**config.mk**
```make
export PLATFORM = sky130hd
export DESIGN_NAME = trap_sequencer
export DESIGN_NICKNAME = d
export VERILOG_FILES = /design/src/rtl/trap_sequencer.sv
export SDC_FILE = /design/constraint.sdc
export NUM_CORES = 1
export LEC_CHECK = 0
export ABC_AREA = 1
export BUFFER_PORTS_ARGS = -buffer_cell sky130_fd_sc_hd__clkbuf_2
export CORE_MARGIN = 5
export CORE_UTILIZATION = 35
export DETAILED_ROUTE_END_ITERATION = 8
export SLEW_MARGIN = 5
export SYNTH_ARGS = -nofsm -noshare
export SYNTH_HDL_FRONTEND = slang
export SYNTH_SLANG_ARGS = --single-unit
```
**constraint.sdc**
```tcl
create_clock -name clk -period 4.5 [get_ports clk]
set_input_delay 0.675 -clock clk [delete_from_list [all_inputs] [get_ports clk]]
set_output_delay 0.675 -clock clk [all_outputs]
set_load 0.01 [all_outputs]
```
**src/rtl/trap_sequencer.sv**
```systemverilog
// Trap/MRET insertion sequencer: stalls fetch, drains the Execute-stage bus access,
// commits the trap CSR updates in one cycle, then redirects and flushes the pipeline.
module trap_sequencer #(
  parameter int DRAIN_TIMEOUT = 16
) (
  input  logic        clk,
  input  logic        rst_n,
  input  logic        trap_req,
  input  logic [31:0] trap_pc,
  input  logic [31:0] trap_epc,
  input  logic [31:0] trap_cause,
  input  logic [31:0] trap_val,
  input  logic        mret_req,
  input  logic [31:0] mepc,
  input  logic        exec_busy,
  input  logic        redirect_ready,
  output logic        stall,
  output logic        bus_abort,
  output logic        trap_insert,
  output logic        mret_done,
  output logic        csr_trap_we,
  output logic        csr_mret_we,
  output logic [31:0] csr_mepc,
  output logic [31:0] csr_mcause,
  output logic [31:0] csr_mtval,
  output logic        flush,
  output logic        redirect_valid,
  output logic [31:0] redirect_pc,
  output logic [1:0]  dbg_state
);

  localparam int CNT_W = $clog2(DRAIN_TIMEOUT + 1);
  localparam logic [CNT_W-1:0] CNT_LAST = CNT_W'(DRAIN_TIMEOUT - 1);

  typedef enum logic [1:0] {
    IDLE     = 2'd0,
    DRAIN    = 2'd1,
    COMMIT   = 2'd2,
    REDIRECT = 2'd3
  } state_e;

  // Handshakes: trap_req/mret_req are level requests held by the requester until the
  // matching trap_insert/mret_done pulse; redirect_valid holds with a stable redirect_pc
  // and the transfer completes on the first cycle redirect_ready is high.
  state_e           state_q, state_d;
  logic [CNT_W-1:0] cnt_q, cnt_d;
  logic             kind_mret_q, kind_mret_d;
  logic [31:0]      epc_q, epc_d;
  logic [31:0]      cause_q, cause_d;
  logic [31:0]      val_q, val_d;
  logic [31:0]      rpc_q, rpc_d;

  always_ff @(posedge clk or negedge rst_n) begin
    if (!rst_n) begin
      state_q     <= IDLE;
      cnt_q       <= '0;
      kind_mret_q <= 1'b0;
      epc_q       <= '0;
      cause_q     <= '0;
      val_q       <= '0;
      rpc_q       <= '0;
    end else begin
      state_q     <= state_d;
      cnt_q       <= cnt_d;
      kind_mret_q <= kind_mret_d;
      epc_q       <= epc_d;
      cause_q     <= cause_d;
      val_q       <= val_d;
      rpc_q       <= rpc_d;
    end
  end

  always_comb begin
    state_d        = state_q;
    cnt_d          = cnt_q;
    kind_mret_d    = kind_mret_q;
    epc_d          = epc_q;
    cause_d        = cause_q;
    val_d          = val_q;
    rpc_d          = rpc_q;
    bus_abort      = 1'b0;
    trap_insert    = 1'b0;
    mret_done      = 1'b0;
    csr_trap_we    = 1'b0;
    csr_mret_we    = 1'b0;
    flush          = 1'b0;
    redirect_valid = 1'b0;

    case (state_q)
      IDLE: begin
        // Trap has priority; a concurrent MRET stays requested and is taken afterwards.
        if (trap_req) begin
          epc_d       = trap_epc;
          cause_d     = trap_cause;
          val_d       = trap_val;
          rpc_d       = trap_pc;
          kind_mret_d = 1'b0;
          state_d     = DRAIN;
        end else if (mret_req) begin
          rpc_d       = mepc;
          kind_mret_d = 1'b1;
          state_d     = DRAIN;
        end
      end
      DRAIN: begin
        cnt_d = cnt_q + CNT_W'(1);
        if (!exec_busy) begin
          cnt_d   = '0;
          state_d = COMMIT;
        end else if (cnt_q == CNT_LAST) begin
          bus_abort = 1'b1;
          cnt_d     = '0;
          state_d   = COMMIT;
        end
      end
      COMMIT: begin
        if (kind_mret_q) begin
          mret_done   = 1'b1;
          csr_mret_we = 1'b1;
        end else begin
          trap_insert = 1'b1;
          csr_trap_we = 1'b1;
        end
        state_d = REDIRECT;
      end
      REDIRECT: begin
        redirect_valid = 1'b1;
        flush          = 1'b1;
        if (redirect_ready) begin
          state_d = IDLE;
        end
      end
      default: begin
        cnt_d   = '0;
        state_d = IDLE;
      end
    endcase
  end

  // Gated by rst_n so every output reads zero while reset is asserted.
  assign stall       = rst_n & ((state_q != IDLE) | trap_req | mret_req);
  assign csr_mepc    = epc_q;
  assign csr_mcause  = cause_q;
  assign csr_mtval   = val_q;
  assign redirect_pc = rpc_q;
  assign dbg_state   = state_q;

endmodule

```
==> metrics, run 1 <==
Starting DRT DRC Count=132; worst clock skew=0.00636 ns; internal power=3.73 mW; Worst EP required=approximately 4.8 ns; Max clock buf depth=2; delay-heaviest family, CP=simple AND/OR/NAND/NOR gates; Syn Area/Cell=12.1 µm²; clk root buf=clkbuf_16; Post-CTS Setup Inserts=0; placed insts=a little under 1,000; Hold WC Path Type=input port to async pin; clock tree sinks=between 100 and 150; Post-Syn Nets=647; register area share after synthesis=0.593; Post-CTS Hold Buffers=0; kind of critical path=flop to flop; CP Buf/Inv Count=1; Synth area leader=dfrtp_1; Pleak=4.27 nW; DRC violations left=0; worst setup margin=roughly 1.7 ns; die width=138 µm; ANT cells=0; vias in the first global route=roughly 5,000; mapped cell area=roughly 5700 µm²; Post-Place Worst Slack=1.63 ns; grt ovf=0; Tcrit/Tclk final=0.618; NetSw=2.02 mW; crit-path cells=inv_1 > ha_1 > nand2_4 > nand2_2 > nor2_1 > a21oi_1; Rel. slew slack=0.306; switch share=0.352; crit path max fanout=64; most frequent cells in the layout=clkbuf_2, dfrtp_1, mux2_2; CTS tree=done; Clk pin slew, worst setup/hold paths=0.06 ns; setup TNS=0 ns; layout cell share with drive strength beyond 1=0.557; critical path arrival=3.03 ns; vias per cell=4.42; Final #Nets=946; RSZ-0062 raised after global routing=false; routed vias=4,437; Final Hold Viols=0; post-route minimum period=2.78 ns; Starting Density=0.359; status=finished, final reports clean; most common cell after layout, fill and taps aside=clkbuf_2; die height=~140 µm; worst skew pair latency=0.41 ns; initial antenna violation count=0; drt total wl=15,400 µm; CTS resizes=0; slew of the pin with the lowest slew margin=1.04 ns; number of port buffers=slightly above 300; Worst Setup End Kind=flop; Final Power=roughly 5.8 mW; htree depth=4; Core Region=between 15,000 and 20,000 µm²; first-pass GRT wire length=24,800 µm; top cells by area, synth=dfrtp_1, mux2_2, mux2_4, nand2_1, a21oi_1; total number of yosys warnings=0; Synth top area share=0.593; final setup fails=0; PwrDens=722 nW/µm²; DP Wirelength=12,100 µm; achievable frequency=roughly 360 MHz; Synth Register Bits=136; pin count of the biggest net entering global routing=76; # rows=46; max cap viols=0; post-route insts no fill=1,003; First-pass DRT Iterations=4; Max VDD drop=0.000422 V; slowest CP cell=nand2_2; Routed Antenna Nets=0; largest stage delay on the critical path=0.80 ns; CTS Buf Count=17; Startpoint Class=flop; total track usage=0.161; Clk pwr share=0.228; Die Area=19,100 µm²; GP Congestion=0.822; cells after synthesis=475; Area Overhead vs Synth=38.8%; Pins Over Slew Limit=0; Seq pwr share=0.378; Avg WL per Cell=15.4 µm; Logic pwr share=0.394; Ports=304; Netlist cell types=20
[power by group through the flow]
stage / sequential [mW] / combinational, mW / clock (mW)
floorplan: 2.43 / 1.10 / 0
global placement: 2.16 / 2.26 / 0
detailed placement: 2.19 / 2.32 / 0
CTS: 2.18 / 2.32 / 1.35
global route: 2.24 / 2.47 / 1.41
finish: 2.17 / 2.27 / 1.31
[registers in the layout (all words and copies together) (netlist names)]
name,cells
cnt_q,5
csr_mcause,32
csr_mepc,32
csr_mtval,32
dbg_state,2
kind_mret_q,1
redirect_pc,32
[cell usage after synthesis, drive strengths merged]
cell type    n
a21boi       1
a21oi       36
buf         20
clkbuf       6
dfrtp      136
ha           6
inv         44
mux2        96
nand2       52
nand3        4
nand4        1
nor2        36
o21ai       34
or2          2
xnor2        1
[worst register-to-register path, stage by stage, from the launching register on]
cell and delay, ns:
dfrtp_1 0.42, inv_1 0.11, ha_1 0.27, nand2_4 0.60, nand2_2 0.80, nor2_1 0.35
a21oi_1 0.06
[routing by layer]
| metal | GRT usage | routed length, µm |
|---|---|---|
| met1 | 0.171 | 5690 |
| met2 | 0.290 | 8230 |
| met3 | 0.0538 | 978 |
| met4 | 0.0723 | 544 |
| met5 | 0 | 0 |
[cell families (layout without fill, tap and decap cells)]
| family | count (synthesis) | after routing | synth area share |
|---|---|---|---|
| flip-flops | 136 | 136 | 0.593 |
| AO/OA/AOI/OAI | 71 | 71 | 0.0624 |
| AND/OR/NAND/NOR | 95 | 95 | 0.0661 |
| multiplexers | 96 | 96 | 0.207 |
| buffers and inverters | 70 | 382 | 0.0563 |
| adder cells (fa/ha/maj) | 6 | 6 | 0.0131 |
| XOR/XNOR | 1 | 1 | 0.00153 |
[path summary, 6_finish.rpt]
check | from | end | slack (ns) | depth (start not counted)
hold / removal | rst_n | cnt_q[4] | 0.27 | 1
setup reg to reg | dbg_state[0] | redirect_pc[14] | 1.72 | 6
hold reg to reg | csr_mepc[24] | csr_mepc[24] | 0.50 | 1
setup / recovery | dbg_state[0] | redirect_pc[14] | 1.72 | 6
max in group asynchronous | rst_n | csr_mcause[13] | 2.93 | 2
min in group clk | trap_val[31] | csr_mtval[31] | 0.49 | 2
[per-stage QoR]
| step | util | hold WS [ns] | area (µm²) |
|---|---|---|---|
| global placement | 0.462 | 0.488 | 7390 |
| global route | 0.498 | 0.319 | 7960 |
| detailed placement | 0.462 | 0.492 | 7390 |
| finish | 0.498 | 0.265 | 7960 |
| CTS | 0.498 | 0.289 | 7960 |
| floorplan | - | 0.379 | 5740 |
[final cells by class]
type | instances | area (µm²)
fill | 1506 | 8040
tap | 216 | 270
clock inverter | 15 | 144
timing repair buffer | 306 | 1550
sequential | 136 | 3400
clock buffer | 17 | 425
multi-input combinational | 269 | 2010
inverter | 44 | 165
Note: power is estimated with default switching activity, not from simulation.
==> inputs of run 2 (changes only) <==
--- a/config.mk
+++ b/config.mk
@@ -5,11 +5,12 @@
 export SDC_FILE = /design/constraint.sdc
 export NUM_CORES = 1
 export LEC_CHECK = 0
-export ABC_AREA = 1
+export ABC_AREA = 0
 export BUFFER_PORTS_ARGS = -buffer_cell sky130_fd_sc_hd__clkbuf_2
 export CORE_MARGIN = 5
 export CORE_UTILIZATION = 35
 export DETAILED_ROUTE_END_ITERATION = 8
+export PLACE_DENSITY = 0.66
 export SLEW_MARGIN = 5
 export SYNTH_ARGS = -nofsm -noshare
 export SYNTH_HDL_FRONTEND = slang
==> constraint.sdc (replaced) <==
create_clock -name clk -period 2.8 [get_ports clk]
set_input_delay 0.42 -clock clk [delete_from_list [all_inputs] [get_ports clk]]
set_output_delay 0.42 -clock clk [all_outputs]
set_load 0.01 [all_outputs]
==> metrics, run 2 <==
Tcrit/Tclk final=0.781; CP endpoint=bus_abort; DP Wirelength=11,500 µm; number of flops mapped to enable cells by yosys=0; crit-path cells=inv_1 > ha_1 > and2_1 > nor3b_1 > clkbuf_2; compound-cell area share of the yosys netlist=0.0419; slowest CP cell=dfrtp_1; worst skew pair latency=0.41 ns; RSZ-0062 raised after global routing=false; # rows=45; post-route minimum period=about 2.2 ns; most frequent cell after synthesis=dfrtp_1; xor/xnor cell area share of the yosys netlist=0.00160; vias per cell=roughly 4.6; First-pass DRT Iterations=4; CP Launch Point=dbg_state[1]; Post-CTS Setup Inserts=0; clk root buf=clkbuf_16; Final Hold Viols=0; Die Area=18,300 µm²; Pins Over Slew Limit=0; Worst EP required=2.38 ns; most frequent cells in the layout=clkbuf_2, dfrtp_1, mux2_2; R2R cell count=5; number of port buffers=between 300 and 400; routed vias=4,198; htree depth=4; critical path arrival=1.77 ns; met3 routed WL=1600 µm; Core Region=15,300 µm²; most common cell after layout, fill and taps aside=clkbuf_2; initial antenna violation count=0; mapped cell area=5490 µm²; pin count of the biggest net entering global routing=roughly 140; Starting DRT DRC Count=between 100 and 150; Reg area=3400 µm²; largest family of logic cells by synthesized area=multiplexers; Hold WC Path Type=input port to async pin; Post-Syn Nets=561; Final #Nets=866; Final Power=9.25 mW; PwrDens=1170 nW/µm²; Clk pin slew, worst setup/hold paths=0.05 ns; area of the multi-input gates=1960 µm²; achievable frequency=457 MHz; CTS tree=done; grt ovf=0; Avg WL per Cell=16.0 µm; cells after synthesis=389; Post-CTS Hold Buffers=0; first-pass GRT wire length=22,900 µm; die width=135 µm; Syn Area/Cell=14.1 µm²; crit path max fanout=5; status=finished, final reports clean; Ports=around 300; slack of the worst reg-to-reg path=0.81 ns; R2R Path Start=dbg_state[0]; largest stage delay on the critical path=between 0.4 and 0.5 ns; Netlist cell types=24; Area Overhead vs Synth=43.8%; Post-Place Worst Slack=0.772 ns; Post-synth ARST share=1.00; Max clock buf depth=2; Max VDD drop=0.000417 V; Main synth FF type=dfrtp_1; max cap viols=0; worst setup margin=0.612 ns; Starting Density=0.358; FF-to-FF End=csr_mcause[1]; drt total wl=~15,000 µm; ANT cells=0; CTS Buf Count=17; total track usage=0.159; register area share after synthesis=0.620; Filler cells=1,366; Commonest cells post-synth=dfrtp_1, mux2_2, nand2_1, mux2i_1, o21ai_0; Pleak=around 4.1 nW; Startpoint Class=flop; Routed Antenna Nets=0; area post-placement=between 7000 and 8000 µm²; CTS resizes=0; layout cell share with drive strength beyond 1=0.618; slew of the pin with the lowest slew margin=0.753 ns; Synth Area in Adders=0.0137; clock tree sinks=136; Design Area, Final=7890 µm²; setup TNS=0 ns; top sig layer=met4; fraction of the mapped netlist area in simple logic gates=0.0358; Synth top area share=0.620; met1 wire length=about 5400 µm; final setup fails=0; GP Congestion=0.776; Synth Register Bits=136; DRC violations left=0; die height=135 µm; met2 WL=7440 µm; Worst Setup End Kind=output port; total number of yosys warnings=0; vias in the first global route=4,521; Synth area leader=dfrtp_1; post-synthesis mux area share=0.261; worst clock skew=slightly above 0.004 ns; Rel. slew slack=0.498; kind of critical path=flop to output port; top cells by area, synth=dfrtp_1, mux2_2, mux2i_1, o21ai_0, nand2_1
## run 2: cell count changes after synthesis, moves of 4 or more
cell	previous run	this run
mux2_4	29	0
mux2_2	67	96
nor2_1	36	2
buf_4	4	8
mux2i_1	0	34
inv_1	44	4
a21oi_1	36	3
buf_6	4	0
nand2_1	50	35
## run 2: area by class of cell
cell class,instances,area share
Sequential cell,136,0.431
Multi-Input combinational cell,226,0.248
Timing Repair Buffer,309,0.204
Clock buffer,19,0.0561
Clock inverter,11,0.0249
Tap cell,211,0.0334
Inverter,4,0.00190
## run 2: cell families (layout without fill, tap and decap cells)
| kind of cell | after synthesis | in the layout |
|---|---|---|
| and+or+nand+nor | 46 | 46 |
| buffers and inverters | 27 | 343 |
| xor gates and xnor gates | 1 | 1 |
| muxes | 131 | 131 |
| DFF | 136 | 136 |
| adders and majority gates | 6 | 6 |
| AOI/OAI and AO/OA | 42 | 42 |
## run 2: critical path, delay by kind of cell, from the launching register on
family / cells / cell delay (ns)
fa+ha+maj: 1 / 0.19
buf+inv: 2 / 0.31
simple gates: 2 / 0.44
flops: 1 / 0.42
## run 2: metal layers
layer	vias up	global-route usage
li1	1975	-
met1	1994	0.174
met2	210	0.279
met3	19	0.0650
met4	0	0.0554
met5	-	0
## run 2: worst min-delay path by stage
| stage | depth (start not counted) | to | slack, ns | from |
|---|---|---|---|---|
| after floorplan | 0 | cnt_q[0] | 0.12 | rst_n |
| after global placement | 2 | redirect_pc[4] | 0.47 | redirect_pc[4] |
| after detailed placement | 2 | redirect_pc[23] | 0.47 | redirect_pc[23] |
| after CTS | 2 | redirect_pc[21] | 0.17 | rst_n |
| after global routing | 2 | cnt_q[1] | 0.16 | rst_n |
| final | 2 | cnt_q[1] | 0.1 | rst_n |
## run 2: through the flow
| step | util | hold slack (ns) | std cells |
|---|---|---|---|
| 2_1_floorplan | - | 0.124 | 389 |
| 3_3_place_gp | 0.472 | 0.468 | 885 |
| 3_5_place_dp | 0.472 | 0.470 | 885 |
| 4_1_cts | 0.514 | 0.174 | 915 |
| 5_1_grt | 0.515 | 0.164 | 916 |
| 6_report | 0.515 | 0.0989 | 916 |
## run 2: power breakdown
part | switching (mW) | internal (mW)
registers | 0.502 | 2.95
clock network | 0.815 | 1.60
logic | 1.72 | 1.66
